File: config.mk
export PLATFORM = sky130hd
export DESIGN_NAME = multicycle_controller_flat
export DESIGN_NICKNAME = d
export VERILOG_FILES = /design/src/rtl/multicycle_controller_pkg.sv /design/src/rtl/multicycle_controller_if.sv /design/src/rtl/multicycle_controller_alu_decoder.sv /design/src/rtl/multicycle_controller.sv /design/src/flat_wrapper.sv
export SDC_FILE = /design/constraint.sdc
export NUM_CORES = 1
export LEC_CHECK = 0
export CAP_MARGIN = 25
export CORE_AREA = 2 2 49 51
export DETAILED_ROUTE_END_ITERATION = 6
export DIE_AREA = 0 0 51 53
export MAX_ROUTING_LAYER = met4
export PLACE_DENSITY = 0.72
export SYNTH_ARGS = -nofsm -noshare
export SYNTH_HDL_FRONTEND = slang
export SYNTH_HIERARCHICAL = 1
export SYNTH_SLANG_ARGS = --single-unit
File: constraint.sdc
create_clock -name clk -period 1.95 [get_ports clk]
set_clock_uncertainty 0.2 [all_clocks]
set_input_delay 0.585 -clock clk [delete_from_list [all_inputs] [get_ports clk]]
set_output_delay 0.585 -clock clk [all_outputs]
set_load 0.01 [all_outputs]
File: src/rtl/multicycle_controller_pkg.sv
// Shared encodings for the multicycle RISC-V controller: ALU func codes, FSM states,
// datapath mux selects and the immediate-format decode used in every state.
package multicycle_controller_pkg;

    typedef enum logic [3:0] {
        ALU_ADD  = 4'd0,
        ALU_SUB  = 4'd1,
        ALU_AND  = 4'd2,
        ALU_OR   = 4'd3,
        ALU_XOR  = 4'd4,
        ALU_SLT  = 4'd5,
        ALU_SLTU = 4'd6
    } alu_func_t;

    typedef enum logic [3:0] {
        S_FETCH, S_DECODE, S_EXEC_R, S_EXEC_I, S_ALU_WB, S_MEM_ADR, S_MEM_READ,
        S_MEM_WB, S_MEM_WRITE, S_BRANCH, S_JAL, S_JALR, S_LINK, S_LUI
    } state_t;

    typedef enum logic [1:0] {
        SRCA_PC = 2'd0, SRCA_OLDPC = 2'd1, SRCA_RS1 = 2'd2, SRCA_ZERO = 2'd3
    } src_a_t;

    typedef enum logic [1:0] {
        SRCB_RS2 = 2'd0, SRCB_IMM = 2'd1, SRCB_FOUR = 2'd2
    } src_b_t;

    typedef enum logic [1:0] {
        RES_ALUOUT = 2'd0, RES_MEMDATA = 2'd1, RES_ALU = 2'd2
    } result_src_t;

    typedef enum logic [2:0] {
        IMM_I = 3'd0, IMM_S = 3'd1, IMM_B = 3'd2, IMM_J = 3'd3, IMM_U = 3'd4
    } imm_src_t;

    localparam logic [6:0] OP_R      = 7'b0110011;
    localparam logic [6:0] OP_I      = 7'b0010011;
    localparam logic [6:0] OP_LOAD   = 7'b0000011;
    localparam logic [6:0] OP_STORE  = 7'b0100011;
    localparam logic [6:0] OP_BRANCH = 7'b1100011;
    localparam logic [6:0] OP_JAL    = 7'b1101111;
    localparam logic [6:0] OP_JALR   = 7'b1100111;
    localparam logic [6:0] OP_LUI    = 7'b0110111;

    function automatic imm_src_t imm_decode(input logic [6:0] op);
        case (op)
            OP_STORE:  return IMM_S;
            OP_BRANCH: return IMM_B;
            OP_JAL:    return IMM_J;
            OP_LUI:    return IMM_U;
            default:   return IMM_I;
        endcase
    endfunction

endpackage

File: src/rtl/multicycle_controller_if.sv
// Controller <-> datapath bundle: instruction fields and ALU flags in, control strobes out.
interface multicycle_controller_if;
    logic [6:0] opcode;
    logic [2:0] funct3;
    logic       funct7_5;
    logic       zero;
    logic       neg;
    logic [3:0] alu_func;
    logic [1:0] alu_src_a;
    logic [1:0] alu_src_b;
    logic [1:0] result_src;
    logic [2:0] imm_src;
    logic       adr_src;
    logic       ir_write;
    logic       pc_write;
    logic       reg_write;
    logic       mem_write;
    logic       illegal;

    modport master (
        input  opcode, funct3, funct7_5, zero, neg,
        output alu_func, alu_src_a, alu_src_b, result_src, imm_src, adr_src,
               ir_write, pc_write, reg_write, mem_write, illegal
    );

    modport slave (
        output opcode, funct3, funct7_5, zero, neg,
        input  alu_func, alu_src_a, alu_src_b, result_src, imm_src, adr_src,
               ir_write, pc_write, reg_write, mem_write, illegal
    );
endinterface

File: src/rtl/multicycle_controller_alu_decoder.sv
// funct3/funct7_5 to ALU op for register and immediate arithmetic.
module alu_decoder
    import multicycle_controller_pkg::*;
(
    input  logic [2:0] funct3,
    input  logic       funct7_5,
    input  logic       sub_en,
    output alu_func_t  alu_func
);
    always_comb begin
        alu_func = ALU_ADD;
        case (funct3)
            3'b000:  alu_func = (sub_en && funct7_5) ? ALU_SUB : ALU_ADD;
            3'b100:  alu_func = ALU_XOR;
            3'b110:  alu_func = ALU_OR;
            3'b111:  alu_func = ALU_AND;
            3'b010:  alu_func = ALU_SLT;
            3'b011:  alu_func = ALU_SLTU;
            default: alu_func = ALU_ADD;
        endcase
    end
endmodule

File: src/rtl/multicycle_controller.sv
// Moore FSM sequencing a multicycle RV32 datapath; outputs depend on state and
// instruction fields only, with write strobes forced low while in reset.
module multicycle_controller
    import multicycle_controller_pkg::*;
(
    input logic                     clk,
    input logic                     rst,
    multicycle_controller_if.master bus
);
    state_t      state, state_nx;
    alu_func_t   dec_func, func;
    src_a_t      src_a;
    src_b_t      src_b;
    result_src_t res;
    logic        adr, irw, pcw, rw, mw, ill;
    logic        unused_neg;

    assign unused_neg = bus.neg;

    alu_decoder u_alu_dec (
        .funct3   (bus.funct3),
        .funct7_5 (bus.funct7_5),
        .sub_en   (state == S_EXEC_R),
        .alu_func (dec_func)
    );

    always_ff @(posedge clk) begin
        if (rst) state <= S_FETCH;
        else     state <= state_nx;
    end

    always_comb begin
        state_nx = state;
        func     = ALU_ADD;
        src_a    = SRCA_PC;
        src_b    = SRCB_RS2;
        res      = RES_ALUOUT;
        adr      = 1'b0;
        irw      = 1'b0;
        pcw      = 1'b0;
        rw       = 1'b0;
        mw       = 1'b0;
        ill      = 1'b0;
        case (state)
            S_FETCH: begin
                irw = 1'b1; src_b = SRCB_FOUR; res = RES_ALU; pcw = 1'b1;
                state_nx = S_DECODE;
            end
            S_DECODE: begin
                // speculative branch/jal target lands in alu_out
                src_a = SRCA_OLDPC; src_b = SRCB_IMM;
                case (bus.opcode)
                    OP_R:               state_nx = S_EXEC_R;
                    OP_I:               state_nx = S_EXEC_I;
                    OP_LOAD, OP_STORE:  state_nx = S_MEM_ADR;
                    OP_BRANCH:          state_nx = S_BRANCH;
                    OP_JAL:             state_nx = S_JAL;
                    OP_JALR:            state_nx = S_JALR;
                    OP_LUI:             state_nx = S_LUI;
                    default: begin
                        ill = 1'b1; state_nx = S_FETCH;
                    end
                endcase
            end
            S_EXEC_R: begin
                src_a = SRCA_RS1; func = dec_func; state_nx = S_ALU_WB;
            end
            S_EXEC_I: begin
                src_a = SRCA_RS1; src_b = SRCB_IMM; func = dec_func; state_nx = S_ALU_WB;
            end
            S_ALU_WB: begin
                rw = 1'b1; state_nx = S_FETCH;
            end
            S_MEM_ADR: begin
                src_a = SRCA_RS1; src_b = SRCB_IMM;
                state_nx = (bus.opcode == OP_LOAD) ? S_MEM_READ : S_MEM_WRITE;
            end
            S_MEM_READ:  begin adr = 1'b1; state_nx = S_MEM_WB; end
            S_MEM_WB:    begin res = RES_MEMDATA; rw = 1'b1; state_nx = S_FETCH; end
            S_MEM_WRITE: begin adr = 1'b1; mw = 1'b1; state_nx = S_FETCH; end
            S_BRANCH: begin
                src_a = SRCA_RS1; state_nx = S_FETCH;
                case (bus.funct3)
                    3'b000, 3'b001: func = ALU_SUB;
                    3'b100, 3'b101: func = ALU_SLT;
                    3'b110, 3'b111: func = ALU_SLTU;
                    default:        ill = 1'b1;
                endcase
                // beq/bge/bgeu take on zero, bne/blt/bltu on !zero
                pcw = !ill && (bus.zero ^ bus.funct3[2] ^ bus.funct3[0]);
            end
            S_JAL: begin
                pcw = 1'b1; state_nx = S_LINK;
            end
            S_JALR: begin
                src_a = SRCA_RS1; src_b = SRCB_IMM; res = RES_ALU; pcw = 1'b1;
                state_nx = S_LINK;
            end
            S_LINK: begin
                src_a = SRCA_OLDPC; src_b = SRCB_FOUR; res = RES_ALU; rw = 1'b1;
                state_nx = S_FETCH;
            end
            S_LUI: begin
                src_a = SRCA_ZERO; src_b = SRCB_IMM; res = RES_ALU; rw = 1'b1;
                state_nx = S_FETCH;
            end
            default: state_nx = S_FETCH;
        endcase
    end

    assign bus.alu_func   = func;
    assign bus.alu_src_a  = src_a;
    assign bus.alu_src_b  = src_b;
    assign bus.result_src = res;
    assign bus.imm_src    = imm_decode(bus.opcode);
    assign bus.adr_src    = adr;
    assign bus.ir_write   = irw & ~rst;
    assign bus.pc_write   = pcw & ~rst;
    assign bus.reg_write  = rw  & ~rst;
    assign bus.mem_write  = mw  & ~rst;
    assign bus.illegal    = ill & ~rst;

endmodule

File: src/flat_wrapper.sv
// flat-port wrapper written by rule: the top's interface ports become plain ports
module multicycle_controller_flat import multicycle_controller_pkg::*;
  (clk, rst, bus_opcode, bus_funct3, bus_funct7_5, bus_zero, bus_neg, bus_alu_func, bus_alu_src_a, bus_alu_src_b, bus_result_src, bus_imm_src, bus_adr_src, bus_ir_write, bus_pc_write, bus_reg_write, bus_mem_write, bus_illegal);
  multicycle_controller_if bus_i ();
  input logic clk;
  input logic rst;
  input wire logic [$bits(bus_i.opcode)-1:0] bus_opcode;
  input wire logic [$bits(bus_i.funct3)-1:0] bus_funct3;
  input wire logic [$bits(bus_i.funct7_5)-1:0] bus_funct7_5;
  input wire logic [$bits(bus_i.zero)-1:0] bus_zero;
  input wire logic [$bits(bus_i.neg)-1:0] bus_neg;
  output wire logic [$bits(bus_i.alu_func)-1:0] bus_alu_func;
  output wire logic [$bits(bus_i.alu_src_a)-1:0] bus_alu_src_a;
  output wire logic [$bits(bus_i.alu_src_b)-1:0] bus_alu_src_b;
  output wire logic [$bits(bus_i.result_src)-1:0] bus_result_src;
  output wire logic [$bits(bus_i.imm_src)-1:0] bus_imm_src;
  output wire logic [$bits(bus_i.adr_src)-1:0] bus_adr_src;
  output wire logic [$bits(bus_i.ir_write)-1:0] bus_ir_write;
  output wire logic [$bits(bus_i.pc_write)-1:0] bus_pc_write;
  output wire logic [$bits(bus_i.reg_write)-1:0] bus_reg_write;
  output wire logic [$bits(bus_i.mem_write)-1:0] bus_mem_write;
  output wire logic [$bits(bus_i.illegal)-1:0] bus_illegal;
  assign bus_i.opcode = bus_opcode;
  assign bus_i.funct3 = bus_funct3;
  assign bus_i.funct7_5 = bus_funct7_5;
  assign bus_i.zero = bus_zero;
  assign bus_i.neg = bus_neg;
  assign bus_alu_func = bus_i.alu_func;
  assign bus_alu_src_a = bus_i.alu_src_a;
  assign bus_alu_src_b = bus_i.alu_src_b;
  assign bus_result_src = bus_i.result_src;
  assign bus_imm_src = bus_i.imm_src;
  assign bus_adr_src = bus_i.adr_src;
  assign bus_ir_write = bus_i.ir_write;
  assign bus_pc_write = bus_i.pc_write;
  assign bus_reg_write = bus_i.reg_write;
  assign bus_mem_write = bus_i.mem_write;
  assign bus_illegal = bus_i.illegal;
  multicycle_controller u_core (.clk(clk), .rst(rst), .bus(bus_i));
endmodule
==> Word level (Yosys, flattened, before mapping) <==
Index checks and enable logic that the tools add are counted.
{ "totals": {"ff_bits": 4, "latchBits": 0, "ramBits": 0, "romBits": 0, "in_bits": 15, "out_inout_bits": 19, "elab_cells": 78, "mem_count": 0} }
{ "op_classes": {"add_sub_neg": 0, "n_mul": 0, "div": 0, "magnitude_cmp": 0, "eq_ne": 28, "shifts": 0, "muxes": 20, "n_bitwise": 8, "reduce_logical": 21} }
{ "op_table": {"columns": ["op", "count"], "rows": [
  ["one-hot mux 4 bit (7 select lines)", 1],
  ["equality test 4 bit, second input constant", 6],
  ["one-hot mux 4 bit (6 select lines)", 1],
  ["equality test 7 x 6 -> 1 bit, second input constant", 3],
  ["equality test 7 bit, second input constant", 3],
  ["one-hot mux 3 bit (6 select lines)", 1],
  ["OR reduction 2 bit", 9],
  ["equality test 4 x 3 -> 1 bit, second input constant", 4],
  ["equality test 3 bit, second input constant", 4],
  ["one-hot mux 3 bit (4 select lines)", 1],
  ["OR reduction 5 bit", 2],
  ["one-hot mux 3 bit (3 select lines)", 1],
  ["equality test 4 x 2 -> 1 bit, second input constant", 2],
  ["two-way mux 1 bit", 8],
  ["one-hot mux 2 bit (2 select lines)", 2],
  ["one-hot mux 4 bit (2 select lines)", 1],
  ["OR reduction 4 bit", 2],
  ["OR reduction 8 bit", 1],
  ["equality test 7 x 2 -> 1 bit, second input constant", 1],
  ["equality test 7 x 5 -> 1 bit, second input constant", 1],
  ["equality test 3 x 2 -> 1 bit, second input constant", 2],
  ["one-hot mux 2 bit (3 select lines)", 1],
  ["OR reduction 6 bit", 1],
  ["AND 1 bit", 5],
  ["other kinds (11)", 14]
]} }

==> Longest topological paths before layout <==
Gate-level depths: netlist of run 1.
{ "logic_depth": {"ltp_word": 8, "ltp_mapped": 7, "depth_no_buf": 7} }

==> Hierarchy <==
The synthesis of run 1 kept the hierarchy.
{ "modules_own_cells": {"columns": ["module", "n_inst", "cells_per_inst", "area_per_inst_um2", "seq_area_each_um2"], "rows": [
  ["multicycle_controller", 1, 111, 703.2, 80.1],
  ["alu_decoder", 1, 9, 48.8, 0.0]
]} }

==> Least setup slack after synthesis of run 1 <==
Ideal clock, no wire load.
{ "synth_path": {"path_type": "input to output", "startpoint": "input port bus_opcode[3]", "endpoint": "output port bus_illegal", "arrival_time_ps": 1502, "required_time_ps": 1165, "path_slack_ps": -337, "cell_stages": 5, "n_path_buf": 1, "path_cell_list": "buf_2 > and4bb_2 > a211oi_1 > nor2_1 > o21ai_0"} }
{ "synth_between": {"elab_chain_cells": 5, "word_cells_on_any_way": 12, "classes_between": "eq/ne (8); mux (2); bitwise (1); reduce/logical (1)"} }
{ "synth_lines": {"columns": ["item", "line", "text"], "rows": [
  ["start, declared", "flat_wrapper.sv:7", "input wire logic [$bits(bus_i.opcode)-1:0] bus_opcode;"],
  ["equality test 7 x 6 -> 1 bit (tied with other cells)", "multicycle_controller.sv:52", "case (bus.opcode)"],
  ["OR reduction 8 bit (no line) (*)", null, null],
  ["two-way mux 1 bit (*)", "multicycle_controller.sv:52", null],
  ["one-hot mux 1 bit (2 select lines) (*)", "multicycle_controller.sv:44", "case (state)"],
  ["AND 1 bit (*)", "multicycle_controller.sv:121", "assign bus.illegal = ill & ~rst;"],
  ["end, declared", "flat_wrapper.sv:22", "output wire logic [$bits(bus_i.illegal)-1:0] bus_illegal;"]
]} }
Every way passes the cells marked *; elsewhere a longest branch is shown, timed or not.

==> Worst setup path after layout of run 1 <==
{ "layout_path": {"startpoint": "register u_core.state[3]", "endpoint": "output port bus_alu_func[0]"} }
{ "layout_between": {"elab_chain_cells": 5, "word_cells_on_any_way": 8, "classes_between": "eq/ne (3); mux (3); reduce/logical (2)"} }
{ "layout_lines": {"columns": ["item", "line", "text"], "rows": [
  ["start, declared", "multicycle_controller.sv:10", "state_t state, state_nx;"],
  ["start signal, assigned", "multicycle_controller.sv:29", "else state <= state_nx;"],
  ["equality test 4 x 2 -> 1 bit", "multicycle_controller.sv:23", ".sub_en (state == S_EXEC_R),"],
  ["logical AND 1 bit", "multicycle_controller_alu_decoder.sv:13", "3'b000: alu_func = (sub_en && funct7_5) ? ALU_SUB : ALU_ADD;"],
  ["two-way mux 1 bit", "multicycle_controller_alu_decoder.sv:13", null],
  ["one-hot mux 3 bit (6 select lines)", "multicycle_controller_alu_decoder.sv:12", "case (funct3)"],
  ["net u_core.dec_func[0]", "multicycle_controller.sv:11", "alu_func_t dec_func, func;"],
  ["one-hot mux 4 bit (2 select lines)", "multicycle_controller.sv:44", null],
  ["end, declared", "flat_wrapper.sv:12", "output wire logic [$bits(bus_i.alu_func)-1:0] bus_alu_func;"]
]} }
The timed path passes the listed nets, and every way through them passes these cells.

==> summary.txt, run 1 <==
Run status
  • Outcome: complete, but fails checks
  • Violated checks: setup timing

Placed design
  • PortBufs: 31
  • DP HPWL: slightly above 2 mm
  • Routability cong.: between 0.8 and 0.9

Worst setup path
  • Worst Path Required: ~1.2 ns
  • CP Max Fanout: 2
  • Setup CP Type: register to output port
  • Crit. End Element: output port
  • Arrival time worst endpoint: 1.57 ns
  • CP Launch Type: register

Clock tree
  • Maximum root-to-sink buffer count: 2
  • Worst-path clk slew: approximately 0.040 ns
  • CTS H-Tree Depth: 1
  • CTS tree: built
  • Clk_lat worst skew: between 0.2 and 0.25 ns
  • Clock Sinks: 4
  • TritonCTS buffer count: 3
  • Clk root buf: clkbuf_4
  • Hold_buf cts: 0

Die
  • Core area: 0.00215 sq mm
  • I/O pins: 34
  • Initial Util: 0.350
  • Die height: 53 microns
  • Full die area: 0.00270 sq mm
  • Chip width: approximately 51 microns
  • Rows: 17

Final layout
  • Largest register FFs: 4
  • Top reg by flops: u_core/state
  • Most common cell after layout, fill and taps aside: buf_4
  • N_diodes: 0
  • Most frequent cells in the layout: 31 x buf_4, 17 x nor2_1, 15 x buf_2
  • Largest regs: u_core/state (4)
  • Synth-to-Final Area Change: 97.7%
  • Fraction of layout cells with a size suffix above 1: 0.561
  • Final nets: between 150 and 200

Yosys
  • Simple-Gate Fraction of Synth Area: 0.502
  • Asr flop ratio synth: 0
  • Yosys top cell by area: dfxtp_1
  • Post-Syn Instances: 120
  • Share of the synthesized area in the top cell type: 0.106
  • Leading post-synthesis cells by cell area: dfxtp_1 11%, nor2_1 10%, a21oi_1 5.3%
  • Largest family of logic cells by synthesized area: simple AND/OR/NAND/NOR gates
  • Number of synthesized flops with an enable pin: 0
  • Synth cell types: between 40 and 50
  • Compound-Gate Fraction of Synth Area: 0.256
  • Sequential area share after synthesis: 0.106
  • Synthesis-stage register bit count: 4
  • Warnings, synthesis: 6
  • Syn nets: 135
  • Main synth FF type: dfxtp_1
  • Avg Inst Size Synth: 6.27 sq um
  • Synthesized area: ~750 sq um
  • Adder and majority cell fraction of the synthesized area: 0
  • Mux contribution to synthesized area: 0.0150
  • XOR/XNOR Fraction of Synth Area: 0.0349

Min path
  • Worst min path class: register to register

Routing
  • Initial DRC count: 29
  • Final ANT Viol Nets: 0
  • Drt pass-1 iters: 4
  • Vias per cell: approximately 5.5
  • DRC Markers: 0
  • WL/cell: 14.1 microns
  • Vias: 1139
  • WL final: 2.93 mm

Job
  • Maxcap violations: 0

Global route
  • Initial antenna violation count: 0
  • Global-route wire length before repair: between 4 and 5 mm
  • Largest net degree at the start of global routing: 16
  • Grt total ovfl: 0
  • Vias in the first global route: between 1000 and 1500
  • GRT Util Overall: 0.230

STA
  • Max Transition Viols Final: 0
  • Final period util: 1.21
  • Fmax: approximately 420 MHz
  • Endpoints failing hold: 0
  • Setup Viol. Count Final: 17
  • Final Critical Period: between 2 and 2.5 ns
  • Setup_tns: -3.36 ns
  • RSZ-0062 raised after global routing: true
  • Worst setup margin: -0.405 ns

Power and ir drop
  • Worst vdd ir: about 0.29 mV
  • Leak Pwr: between 0.6 and 0.7 nW
  • PD cells: 269 mW/mm^2
  • Total power: ~0.0004 W
==> final cells by class <==
type	instances	area [sq um]
multi-input combinational	103	769
inverter	3	11.3
fill	177	662
tap	28	35.0
timing repair buffer	67	559
sequential	4	88.8
clock buffer	3	22.5
==> cells in the mapped netlist, drive strengths merged, types with 2 or more instances <==
| cell | number |
|---|---|
| nor4 | 4 |
| nor4b | 2 |
| nor2 | 20 |
| nor2b | 4 |
| xnor2 | 2 |
| a21oi | 8 |
| and3 | 2 |
| nor3 | 3 |
| a21o | 4 |
| clkbuf | 6 |
| inv | 3 |
| nand3 | 7 |
| nand2 | 8 |
| nor3b | 2 |
| o21ai | 6 |
| nand2b | 3 |
| a31oi | 2 |
| a211oi | 2 |
| buf | 4 |
| a311oi | 2 |
| or3 | 4 |
| dfxtp | 4 |
| and2 | 2 |
==> logic make-up (layout without fill, tap and decap cells) <==
kind of cell / after synthesis / after routing
AND/OR/NAND/NOR: 68 / 68
AO/OA/AOI/OAI: 30 / 30
buffers and inverters: 13 / 73
flip-flops: 4 / 4
XOR/XNOR: 3 / 3
other: 1 / 1
multiplexers: 1 / 1
==> worst max-delay path, stage by stage (launching register included) <==
cell,delay [ns]
dfxtp_1,0.30
or2_4,0.26
nor2_4,0.09
and2_1,0.13
nand3b_1,0.10
a21oi_2,0.13
nand2_1,0.07
a21oi_2,0.13
buf_2,0.14
==> report_power, final <==
group / switching [W] / leakage, nW / internal, W / total (W)
Sequential: 0.00000669 / 0.0344 / 0.0000833 / 0.0000899
Clock: 0.0000313 / 0.0138 / 0.0000687 / 0.000100
Combinational: 0.0000935 / 0.606 / 0.000116 / 0.000209
==> final timing paths <==
kind | startpoint | to | slack (ns) | depth (start not counted)
hold / removal | u_core/state[1] | u_core/state[2] | 0.51 | 3
hold reg to reg | u_core/state[1] | u_core/state[2] | 0.51 | 3
setup / recovery | u_core/state[3] | bus_alu_func[0] | -0.41 | 8
setup reg to reg | u_core/state[3] | u_core/state[1] | 0.28 | 5
==> stage by stage <==
stage	hold WS, ns	worst slack (ns)	util	std cells	cell area, sq um
finish	0.510	-0.405	0.692	208	1490
floorplan	0.388	-0.161	-	120	810
CTS	0.493	-0.401	0.660	207	1420
detailed placement	0.492	-1.16	0.621	203	1330
global route	0.548	-0.488	0.692	208	1490
global placement	0.486	-1.11	0.621	203	1330
==> what timing repair did <==
item,in CTS,in global routing
pin swaps,22,8
endpoints found under the setup margin,22,20
endpoints found under the hold margin,0,0
buffers inserted,1,1
cloned,0,0
gates resized for setup,157,13
==> layer usage <==
metal / part of all wire / track usage / wire, microns
met4: 0.0065 / 0.0676 / 19
met1: 0.41 / 0.239 / 1190
met5: 0 / - / 0
met3: 0.068 / 0.0282 / 199
met2: 0.52 / 0.452 / 1520
(Power assumes the default switching activity.)
==> run 2, diff against run 1 <==
- HOLD_SLACK_MARGIN: unset -> 0.1
==> results of run 2 <==
Final layout, timing and power as in run 1 (identical DEF).
==> run 3, diff against run 2 <==
- clock period: 1.95 -> 2.1 ns (I/O delays scaled with it)
==> run 3 against run 2 <==
Against the previous run:
- the flow still finishes with violations (setup timing)
- final area is 13% higher
- via count is 9.3% higher
- sequential cell count stayed put
- worst hold slack worse by 0.11 ns
- first-iteration DRC count is 28% higher
- clock power hardly changed
- worst setup slack worse by 0.091 ns
- critical path depth stayed put
- highest routed layer unchanged
==> summary.txt, run 3 (synthesis results as in run 1) <==
Run status
  • Outcome: complete, but fails checks
  • Violated checks: setup timing

STA
  • Setup Viol. Count Final: 15 (-2)
  • Fmax: about 390 MHz
  • RSZ-0062 raised after global routing: true
  • Max Transition Viols Final: 0 (unchanged)
  • Final period util: 1.24
  • Worst setup margin: -0.497 ns (-0.0912 ns)
  • Endpoints failing hold: 0 (unchanged)
  • Final Critical Period: about 2.6 ns

Routing
  • Drt pass-1 iters: 4 (unchanged)
  • Final ANT Viol Nets: 0 (unchanged)
  • Vias: 1245 (+9.3%)
  • DRC Markers: 0 (unchanged)
  • WL/cell: 16.9 microns (+20%)
  • Vias per cell: 5.63 (+2.9%)
  • Initial DRC count: 37 (+28%)
  • WL final: 3.73 mm (+27%)

Final layout
  • Largest regs: u_core/state (4)
  • Final nets: 210 (+6.6%)
  • N_diodes: 0 (unchanged)
  • Fraction of layout cells with a size suffix above 1: 0.658 (+0.0969)
  • Synth-to-Final Area Change: 123%
  • Non-filler cells, final: 221 (+6.3%)
  • Top reg by flops: u_core/state
  • Fill cells: 132 (-25%)
  • Most common cell after layout, fill and taps aside: buf_4
  • Most frequent cells in the layout: 32 x buf_4, 19 x buf_6, 19 x buf_2
  • Largest register FFs: 4 (unchanged)

Global route
  • Global-route wire length before repair: 4.77 mm (+2.5%)
  • GRT Util Overall: 0.236 (+0.00582)
  • Initial antenna violation count: 0 (unchanged)
  • Largest net degree at the start of global routing: 16 (unchanged)
  • Grt total ovfl: 0 (unchanged)
  • Vias in the first global route: 1100 (+0.55%)

Placed design
  • DP HPWL: 1.93 mm (-4.1%)
  • Routability cong.: 0.803 (-4.0%)
  • PortBufs: 31 (unchanged)
  • Placed Instances: 206 (+1.5%)

Power and ir drop
  • Worst vdd ir: 0.212 mV (-26%)
  • Leak Pwr: 0.767 nW (+17%)
  • Total power: 0.000428 W (+7.2%)
  • PD cells: 255 mW/mm^2 (-5.0%)

Worst setup path
  • Worst Path Required: 1.27 ns (+0.11 ns)
  • Crit. End Element: output port
  • CP Cell Sequence: or2_4 -> nor2_4 -> and2_1 -> nand3b_1 -> a21oi_2 -> nand2_1 -> a21oi_2 -> buf_2
  • Arrival time worst endpoint: 1.77 ns (+0.20 ns)
  • Crit-path slowest cell: dfxtp_2
  • Crit-path max cell delay: 0.31 ns (about the same)
  • Top delay family on crit path: simple AND/OR/NAND/NOR gates
  • Worst r2r src: u_core/state[0]
  • Setup CP Type: register to output port
  • CP Max Fanout: 2 (unchanged)
  • Crit path launch: u_core/state[3]
  • CP dominant cell by count: a21oi_2
  • CP Launch Type: register
  • Worst path bufs/invs: 1 (unchanged)

Die
  • I/O pins: 34 (unchanged)
  • Core area: 0.00215 sq mm (unchanged)
  • Initial Util: 0.350 (unchanged)
  • Rows: 17 (unchanged)
  • Full die area: 0.00270 sq mm (unchanged)
  • Die height: 53 microns (unchanged)
  • Chip width: 51 microns (unchanged)

Job
  • Maxcap violations: 0 (unchanged)

Clock tree
  • Maximum root-to-sink buffer count: 2 (unchanged)
  • TritonCTS buffer count: 3 (unchanged)
  • Worst-path clk slew: 0.04 ns (about the same)
  • CTS tree: built
  • CTS H-Tree Depth: 1 (unchanged)
  • Clk_lat worst skew: 0.25 ns (+0.02 ns)
  • Clk root buf: clkbuf_4
  • Clock Sinks: 4 (unchanged)

Min path
  • Min-delay src: u_core/state[0]
  • Worst min path class: register to register
## run 3: layout make-up
| type | instances | area, sq um | area share |
|---|---|---|---|
| Sequential cell | 4 | 87.6 | 0.0522 |
| Clock buffer | 3 | 22.5 | 0.0134 |
| Tap cell | 28 | 35.0 | 0.0209 |
| Multi-Input combinational cell | 103 | 836 | 0.498 |
| Inverter | 3 | 16.3 | 0.00969 |
| Timing Repair Buffer | 80 | 681 | 0.406 |
## run 3: metal layers
metal  global-route usage  share of wire  up-vias
li1                     -              -      576
met3               0.0226          0.050       18
met2                0.431           0.51       56
met5                    -              0        -
met1                0.262           0.40      595
met4                0.104          0.038        0
## run 3: timing repair
action	CTS	global route
setup buffers	4	8
pin swaps	20	15
gates cloned	0	0
hold buffers	0	0
resized for setup	146	61
setup endpoints to repair	22	18
## run 3: worst paths after layout
kind                      to  slack [ns]  depth (start not counted)
min reg2reg  u_core/state[1]        0.40                          2
max reg2reg  u_core/state[3]        0.35                          7
max          bus_alu_func[0]       -0.50                          8
min          u_core/state[1]        0.40                          2
## run 3: per-stage QoR
stage	TNS, ns	util	cell area, sq um	hold slack (ns)	setup slack (ns)
after detailed placement	-13.31	0.627	1350	0.418	-1.09
after CTS	-2.73	0.667	1430	0.399	-0.377
after floorplan	-0.230	-	800	0.397	-0.101
after global routing	-2.74	0.781	1680	0.448	-0.511
after global placement	-13.02	0.627	1350	0.426	-1.05
final	-2.01	0.781	1680	0.399	-0.497
## run 3: power breakdown
group          internal [W]  switching [W]
Clock             0.0000644      0.0000383
Combinational      0.000134       0.000109
Sequential        0.0000784     0.00000360
Total              0.000277       0.000151
## run 3: tightest hold or removal path, stage by stage, from the launching register on
cell and delay, ns:
dfxtp_4 0.37, or3_1 0.12, a31oi_1 0.07
